`src/rtl/alu_op_sequencer.sv`:
```
// Multi-cycle ALU issuer: owns the Y operand and Z capture registers, presents the
// control code, waits out the ALU settle time, captures Z and strobes a writeback.
module alu_op_sequencer #(
    parameter int unsigned ALU_WAIT    = 1,
    parameter int unsigned MULDIV_WAIT = 4
) (
    input  logic        clk,
    input  logic        clear,
    input  logic        start,
    input  logic [4:0]  opcode,
    input  logic [31:0] srcA,
    input  logic [31:0] srcB,
    output logic [4:0]  aluControl,
    output logic [31:0] BusMuxInY,
    output logic [31:0] BusMuxOut,
    input  logic [31:0] Zlowin,
    input  logic [31:0] Zhighin,
    output logic [31:0] resultLo,
    output logic [31:0] resultHi,
    output logic        busy,
    output logic        writeEn,
    output logic        done,
    output logic        illegalOp
);

    localparam int unsigned OP_W     = 5;
    localparam int unsigned DATA_W   = 32;
    localparam int unsigned MAX_WAIT = (ALU_WAIT > MULDIV_WAIT) ? ALU_WAIT : MULDIV_WAIT;
    localparam int unsigned CNT_W    = (MAX_WAIT < 2) ? 1 : $clog2(MAX_WAIT);

    typedef enum logic [2:0] {
        ST_IDLE,
        ST_LOADY,
        ST_PRESENT,
        ST_WAIT,
        ST_CAPTURE,
        ST_WRITE,
        ST_ERR
    } state_t;

    state_t              r_state,    w_state_nxt;
    logic [OP_W-1:0]     r_op,       w_op_nxt;
    logic [DATA_W-1:0]   r_y,        w_y_nxt;
    logic [DATA_W-1:0]   r_b,        w_b_nxt;
    logic [CNT_W-1:0]    r_cnt,      w_cnt_nxt;
    logic [OP_W-1:0]     r_alu_ctrl, w_alu_ctrl_nxt;
    logic [DATA_W-1:0]   r_res_lo,   w_res_lo_nxt;
    logic [DATA_W-1:0]   r_res_hi,   w_res_hi_nxt;
    logic                r_busy,     w_busy_nxt;
    logic                r_write_en, w_write_en_nxt;
    logic                r_done,     w_done_nxt;
    logic                r_illegal,  w_illegal_nxt;
    logic                w_legal;
    logic                w_muldiv;
    logic [CNT_W-1:0]    w_settle_m1;

    assign w_legal  = ((opcode >= 5'd3) && (opcode <= 5'd10)) ||
                      ((opcode >= 5'd14) && (opcode <= 5'd17));
    assign w_muldiv = (r_op == 5'd14) || (r_op == 5'd15);

    // Settle cycles after aluControl is presented; the CAPTURE cycle is the last of them.
    assign w_settle_m1 = w_muldiv ? CNT_W'(MULDIV_WAIT - 1) : CNT_W'(ALU_WAIT - 1);

    // Next-state and next-register logic
    always_comb begin
        w_state_nxt    = r_state;
        w_op_nxt       = r_op;
        w_y_nxt        = r_y;
        w_b_nxt        = r_b;
        w_cnt_nxt      = r_cnt;
        w_alu_ctrl_nxt = r_alu_ctrl;
        w_res_lo_nxt   = r_res_lo;
        w_res_hi_nxt   = r_res_hi;
        w_write_en_nxt = 1'b0;
        w_done_nxt     = 1'b0;
        w_illegal_nxt  = 1'b0;

        case (r_state)
            ST_IDLE: begin
                w_alu_ctrl_nxt = '0;
                if (start) begin
                    if (w_legal) begin
                        w_op_nxt    = opcode;
                        w_y_nxt     = srcA;
                        w_b_nxt     = srcB;
                        w_state_nxt = ST_LOADY;
                    end else begin
                        w_state_nxt = ST_ERR;
                    end
                end
            end
            ST_LOADY: begin
                w_state_nxt = ST_PRESENT;
            end
            ST_PRESENT: begin
                w_alu_ctrl_nxt = r_op;
                if (w_settle_m1 == '0) begin
                    w_state_nxt = ST_CAPTURE;
                end else begin
                    w_cnt_nxt   = w_settle_m1;
                    w_state_nxt = ST_WAIT;
                end
            end
            ST_WAIT: begin
                w_cnt_nxt = r_cnt - CNT_W'(1);
                if (r_cnt <= CNT_W'(1)) begin
                    w_state_nxt = ST_CAPTURE;
                end
            end
            ST_CAPTURE: begin
                w_res_lo_nxt = Zlowin;
                w_res_hi_nxt = Zhighin;
                w_state_nxt  = ST_WRITE;
            end
            ST_WRITE: begin
                w_write_en_nxt = 1'b1;
                w_done_nxt     = 1'b1;
                w_alu_ctrl_nxt = '0;
                w_state_nxt    = ST_IDLE;
            end
            ST_ERR: begin
                w_done_nxt    = 1'b1;
                w_illegal_nxt = 1'b1;
                w_state_nxt   = ST_IDLE;
            end
            default: begin
                w_alu_ctrl_nxt = '0;
                w_state_nxt    = ST_IDLE;
            end
        endcase

        w_busy_nxt = (w_state_nxt != ST_IDLE);
    end

    // State and output registers; clear aborts immediately with no writeback
    always_ff @(posedge clk or posedge clear) begin
        if (clear) begin
            r_state    <= ST_IDLE;
            r_op       <= '0;
            r_y        <= '0;
            r_b        <= '0;
            r_cnt      <= '0;
            r_alu_ctrl <= '0;
            r_res_lo   <= '0;
            r_res_hi   <= '0;
            r_busy     <= 1'b0;
            r_write_en <= 1'b0;
            r_done     <= 1'b0;
            r_illegal  <= 1'b0;
        end else begin
            r_state    <= w_state_nxt;
            r_op       <= w_op_nxt;
            r_y        <= w_y_nxt;
            r_b        <= w_b_nxt;
            r_cnt      <= w_cnt_nxt;
            r_alu_ctrl <= w_alu_ctrl_nxt;
            r_res_lo   <= w_res_lo_nxt;
            r_res_hi   <= w_res_hi_nxt;
            r_busy     <= w_busy_nxt;
            r_write_en <= w_write_en_nxt;
            r_done     <= w_done_nxt;
            r_illegal  <= w_illegal_nxt;
        end
    end

    assign aluControl = r_alu_ctrl;
    assign BusMuxInY  = r_y;
    assign BusMuxOut  = r_b;
    assign resultLo   = r_res_lo;
    assign resultHi   = r_res_hi;
    assign busy       = r_busy;
    assign writeEn    = r_write_en;
    assign done       = r_done;
    assign illegalOp  = r_illegal;

endmodule

```
`config.mk`:
```
export PLATFORM = sky130hd
export DESIGN_NAME = alu_op_sequencer
export DESIGN_NICKNAME = d
export VERILOG_FILES = /design/src/rtl/alu_op_sequencer.sv
export SDC_FILE = /design/constraint.sdc
export NUM_CORES = 1
export LEC_CHECK = 0
export ABC_AREA = 0
export CAP_MARGIN = 25
export CORE_MARGIN = 2
export CORE_UTILIZATION = 41
export CTS_CLUSTER_DIAMETER = 60
export DETAILED_ROUTE_END_ITERATION = 10
export PLACE_DENSITY_LB_ADDON = 0.05
export SYNTH_ARGS = -nofsm -noshare
export SYNTH_HDL_FRONTEND = slang
export SYNTH_SLANG_ARGS = --single-unit
```
`constraint.sdc`:
```
create_clock -name clk -period 6.3 [get_ports clk]
set_input_delay 0.945 -clock clk [delete_from_list [all_inputs] [get_ports clk]]
set_output_delay 0.945 -clock clk [all_outputs]
set_load 0.005 [all_outputs]
```
# After elaboration in Yosys (flattened, before gate mapping)
# Cells that the tools add are included.
# classes
addsub,1
magnitude_cmp,5
eq_ne,9
n_mux,12
reduce_logical,12
# op_table
op,count
one-hot mux 3 bit (5 select lines),1
2-to-1 mux 3 bit,4
"== test 5 x 4 -> 1 bit, second input constant",2
one-hot mux 5 bit (2 select lines),1
"== test 3 bit, second input constant",3
"== test 3 x 2 -> 1 bit, second input constant",2
"greater-or-equal comparator 5 x 2 -> 1 bit, second input constant",1
"greater-or-equal comparator 5 x 4 -> 1 bit, second input constant",1
"<= comparator 5 x 4 -> 1 bit, second input constant",1
"<= comparator 5 bit, second input constant",1
2-to-1 mux 2 bit,2
one-hot mux 2 bit (2 select lines),1
OR reduction 4 bit,1
"== test 3 x 1 -> 1 bit, second input constant",1
zero test 3 bit,1
2-to-1 mux 1 bit,3
AND reduction 3 bit,1
nonzero test 3 bit,1
"<= comparator 2 x 1 -> 1 bit, second input constant",1
logical AND 1 bit,2
zero test 2 bit,1
logical OR 1 bit,2
"inequality test 2 bit, second input constant",1
AND reduction 2 bit,1
other kinds (3),3
# totals
register_bits,147
inputBits,136
output_inout_bits,137
elab_cells,51

# Depth between registers and ports, before layout
# logic_depth
word_depth,7
ltp_mapped,6
ltp_nobuf,6

# Worst setup path after synthesis
# Ideal clock, no wire load.
# synth_path
path_kind,input port to flip-flop
start,input port opcode[3]
end,register r_y[0] (netlist: BusMuxInY[0])
setup_ns,0.125
arrival_time_ns,2.175
t_required_ns,6.175
setup_slack_ns,4.000
cell_stages,5
path_cell_list,xnor2_1 -> or3_4 -> a21oi_4 -> buf_6 -> mux2_2
# synth_between
elab_chain_len,4
elab_cells_between_ends,8
cone_classes,order compare (4); reduce/logical (4)
# synth_rtl
item,line,rtl
from (decl),10,"input logic [4:0] opcode,"
greater-or-equal comparator 5 x 2 -> 1 bit (tied with other cells),57,assign w_legal = ((opcode >= 5'd3) && (opcode <= 5'd10)) ||
"logical AND 1 bit, on equally long branches","57, 58",
logical OR 1 bit (*),57,
AND reduction 3 bit (no line) (*),--,
to (signal assigned),153,r_y <= w_y_nxt;
to (decl),43,"logic [DATA_W-1:0] r_y, w_y_nxt;"
# Every way passes the cells marked *; elsewhere a longest branch is shown, timed or not.
# A chain may end at the register's enable or synchronous reset.

# Final worst setup path
# layout_path
start,input port opcode[3]
end,register r_b[23] (netlist: BusMuxOut[23])
# layout_between
elab_chain_len,4
elab_cells_between_ends,8
cone_classes,order compare (4); reduce/logical (4)
# layout_rtl
item,line,rtl
greater-or-equal comparator 5 x 2 -> 1 bit (tied with other cells),57,
"logical AND 1 bit, on equally long branches","57, 58",
logical OR 1 bit (*),57,
AND reduction 3 bit (no line) (*),--,
to (signal assigned),154,r_b <= w_b_nxt;
to (decl),44,"logic [DATA_W-1:0] r_b, w_b_nxt;"
# Marks and branches as above.

==> summary.md <==
| Metric | Value |
|---|---|
| Fin nets | `781` |
| Port buffer count | `272` |
| Yosys warnings | `0` |
| Maximum VDD drop | `0.2660 mV` |
| Postcts setup bufs | `0` |
| Xor-xnor portion of the synthesized cell area | `0.3080%` |
| GRT Util Overall | `19.35%` |
| Top_reg_cell synth | `dfrtp_1` |
| Clock Tree Root | `clkbuf_16` |
| Synthesized Nets | `503` |
| Clock slew seen by the registers of the worst setup and hold paths | `0.06 ns` |
| # clock sinks | `147` |
| Grt ovf | `0` |
| Worst-path fanout max | `64` |
| Main combinational cell family by area after synthesis | `multiplexers` |
| Skew final | `0.006043 ns` |
| CTS Hold Bufs | `0` |
| PwrDens | `500.8 nW/um^2` |
| GPL Wtd Cong | `0.7885` |
| Routed vias/inst | `4.805` |
| DRT antenna net count | `0` |
| Asr flop ratio synth | `100.0%` |
| Layout area overhead | `61.91%` |
| Die Height | `121.8 microns` |
| Seq cells post-synth | `147` |
| CTS resizes | `0` |
| Post-synth EDFFs | `0` |
| Syn Area/Cell | `15.54 sq um` |
| Initial antenna violation count | `0` |
| Setup CP Type | `primary input to flip-flop` |
| Final hold vios | `0` |
| TritonCTS clock tree | `built` |
| Commonest non-fill, non-tap cell in the layout | `clkdlybuf4s50_1` |
| First-pass GRT wire length | `21.75 mm` |
| Fillcell total | `1004` |
| Synth Cell Area | `5687 sq um` |
| Routed WL per cell | `16.68 microns` |
| Outcome | `finished clean` |
| Finish-stage setup viols | `0` |
| TritonCTS buffer count | `17` |
| Adder-Cell Fraction of Synth Area | `0.2200%` |
| Placed instance count | `804` |
| Initial Util | `41.45%` |
| Worst Min Path Start | `r_cnt[0]$_DFFE_PP0P_` |
| Share of cells above drive strength 1 | `25.61%` |
| Non-Filler Instances | `836` |
| Fin crit period | `3.053 ns` |
| Number of distinct library cells after synthesis | `31` |
| Die area | `14830 sq um` |
| H-tree Lvls | `4` |
| FF-to-FF Start | `r_state[0]$_DFF_PP0_` |
| Post-route clock period utilization | `48.46%` |
| Max frequency | `327.6 MHz` |
| Pleak | `3.823 nW` |
| Die Wd | `121.8 microns` |
| Routed WL | `13.95 mm` |
| N_diodes | `0` |
| Overall Power | `4.611 mW` |
| Worst EP arrival | `3.34 ns` |
| Critical path required time | `6.59 ns` |
| Slew headroom | `45.51%` |
| Clk_lat worst skew | `0.41 ns` |
| Worst Hold Class | `flip-flop to flip-flop` |
| Slew Limit Fails | `0` |
| Post-Synthesis Cells | `366` |
| Max cap viols | `0` |
| DR pass1 iterations | `4` |
| Unrepaired setup endpoints after global routing | `no` |
| Detailed Route Iter0 Violations | `135` |
| Synthesized-area fraction occupied by and/or/nand/nor cells | `3.256%` |
| Clk buf depth | `2` |
| Setup crit start | `opcode[3]` |
| Final hold slack | `0.4997 ns` |
| DPL Wire Length | `10.14 mm` |
| CP endpoint kind | `flip-flop` |
| DRC | `0` |
| Via count | `4017` |
| CORE AREA | `13720 sq um` |
| Std cell rows | `43` |
| Final TNS setup | `0 ns` |
| I/O pin count | `273` |
| Most frequent cells in the layout | `clkdlybuf4s50_1, dfrtp_1, mux2_2` |
| Post-synthesis mux area share | `25.74%` |
| Compound-Gate Fraction of Synth Area | `3.080%` |
| Worst Setup Start Kind | `primary input` |
| Sequential fraction of the synthesis area | `64.69%` |
| Number of global-route vias before repair | `4219` |
| Largest net degree at the start of global routing | `78` |
| Least-Margin Pin Slew | `0.8174 ns` |
[routing by layer]
layer | up-vias | part of all wire [%] | GRT usage [%]
met3 | 19 | 11 | 9.363
li1 | 1851 | - | -
met2 | 185 | 50 | 31.49
met5 | - | 0 | 0
met1 | 1962 | 37 | 21.79
met4 | 0 | 1.9 | 7.974
[Yosys cell counts, types with 2 or more instances]
cell | n | area share (%)
buf_6 | 7 | 1.4
nand2b_1 | 4 | 0.44
dfrtp_1 | 147 | 65
buf_2 | 6 | 0.53
nor3_1 | 2 | 0.18
clkbuf_1 | 4 | 0.26
nor2_1 | 7 | 0.46
o22ai_1 | 3 | 0.33
mux2_2 | 130 | 26
a21oi_1 | 6 | 0.53
a22oi_1 | 2 | 0.26
nand2_1 | 11 | 0.73
nor2b_1 | 4 | 0.44
and3_1 | 3 | 0.33
o21ai_0 | 6 | 0.53
o32ai_1 | 2 | 0.31
inv_1 | 8 | 0.53
[cell type report]
class	instances	area, sq um	share of cell area [%]
flip-flops and latches	147	3679	39.95
repair buffers	276	2773	30.11
multi-input cells	194	1861	20.21
clock buffers	22	484.2	5.259
well taps	180	225.2	2.446
clock inverters	9	151.4	1.644
inverters	8	35.03	0.3805
[through the flow]
stage	setup slack, ns	area [sq um]	utilization [%]
floorplan	1.404	5687	-
global placement	2.876	8544	62.28
detailed placement	2.826	8544	62.28
CTS	3.267	9180	66.91
global route	3.139	9208	67.11
finish	3.247	9208	67.11
[report_power, final]
group | leakage, nW | internal [mW] | switching (mW)
clock | 0.312 | 0.702 | 0.369
combinational | 1.74 | 1.28 | 0.577
sequential | 1.77 | 1.42 | 0.265
[worst paths after layout]
check | slack (ns) | to | depth (start not counted)
max reg2reg | 3.64 | BusMuxOut[23]$_DFFE_PP0P_ | 5
min | 0.50 | r_cnt[0]$_DFFE_PP0P_ | 1
max | 3.25 | BusMuxOut[23]$_DFFE_PP0P_ | 6
min in group asynchronous | 0.99 | BusMuxOut[13]$_DFFE_PP0P_ | 2
min reg2reg | 0.50 | r_cnt[0]$_DFFE_PP0P_ | 1
max in group asynchronous | 4.26 | BusMuxInY[9]$_DFFE_PP0P_ | 4
[critical path, cell delays in order]
cell and delay (ns):
clkdlybuf4s50_1 0.50, xnor2_1 0.16, or3_4 0.35, a21oi_4 0.25, buf_4 0.66, mux2_2 0.41
[sequential cells by signal (all words and copies together), names as in the netlist, 2 cells and up]
name,flops
resultHi,32
BusMuxInY,32
resultLo,32
aluControl,5
r_state,3
r_cnt,2
r_op,5
BusMuxOut,32
[kinds of logic (layout without fill, tap and decap cells)]
group / after synthesis / after routing
adder cells (fa/ha/maj): 1 / 1
flip-flops: 147 / 147
buffers and inverters: 25 / 315
multiplexers: 130 / 130
XOR/XNOR: 2 / 2
AND/OR/NAND/NOR: 35 / 35
AO/OA/AOI/OAI: 26 / 26
No activity file was read; power rests on OpenSTA's default activity.
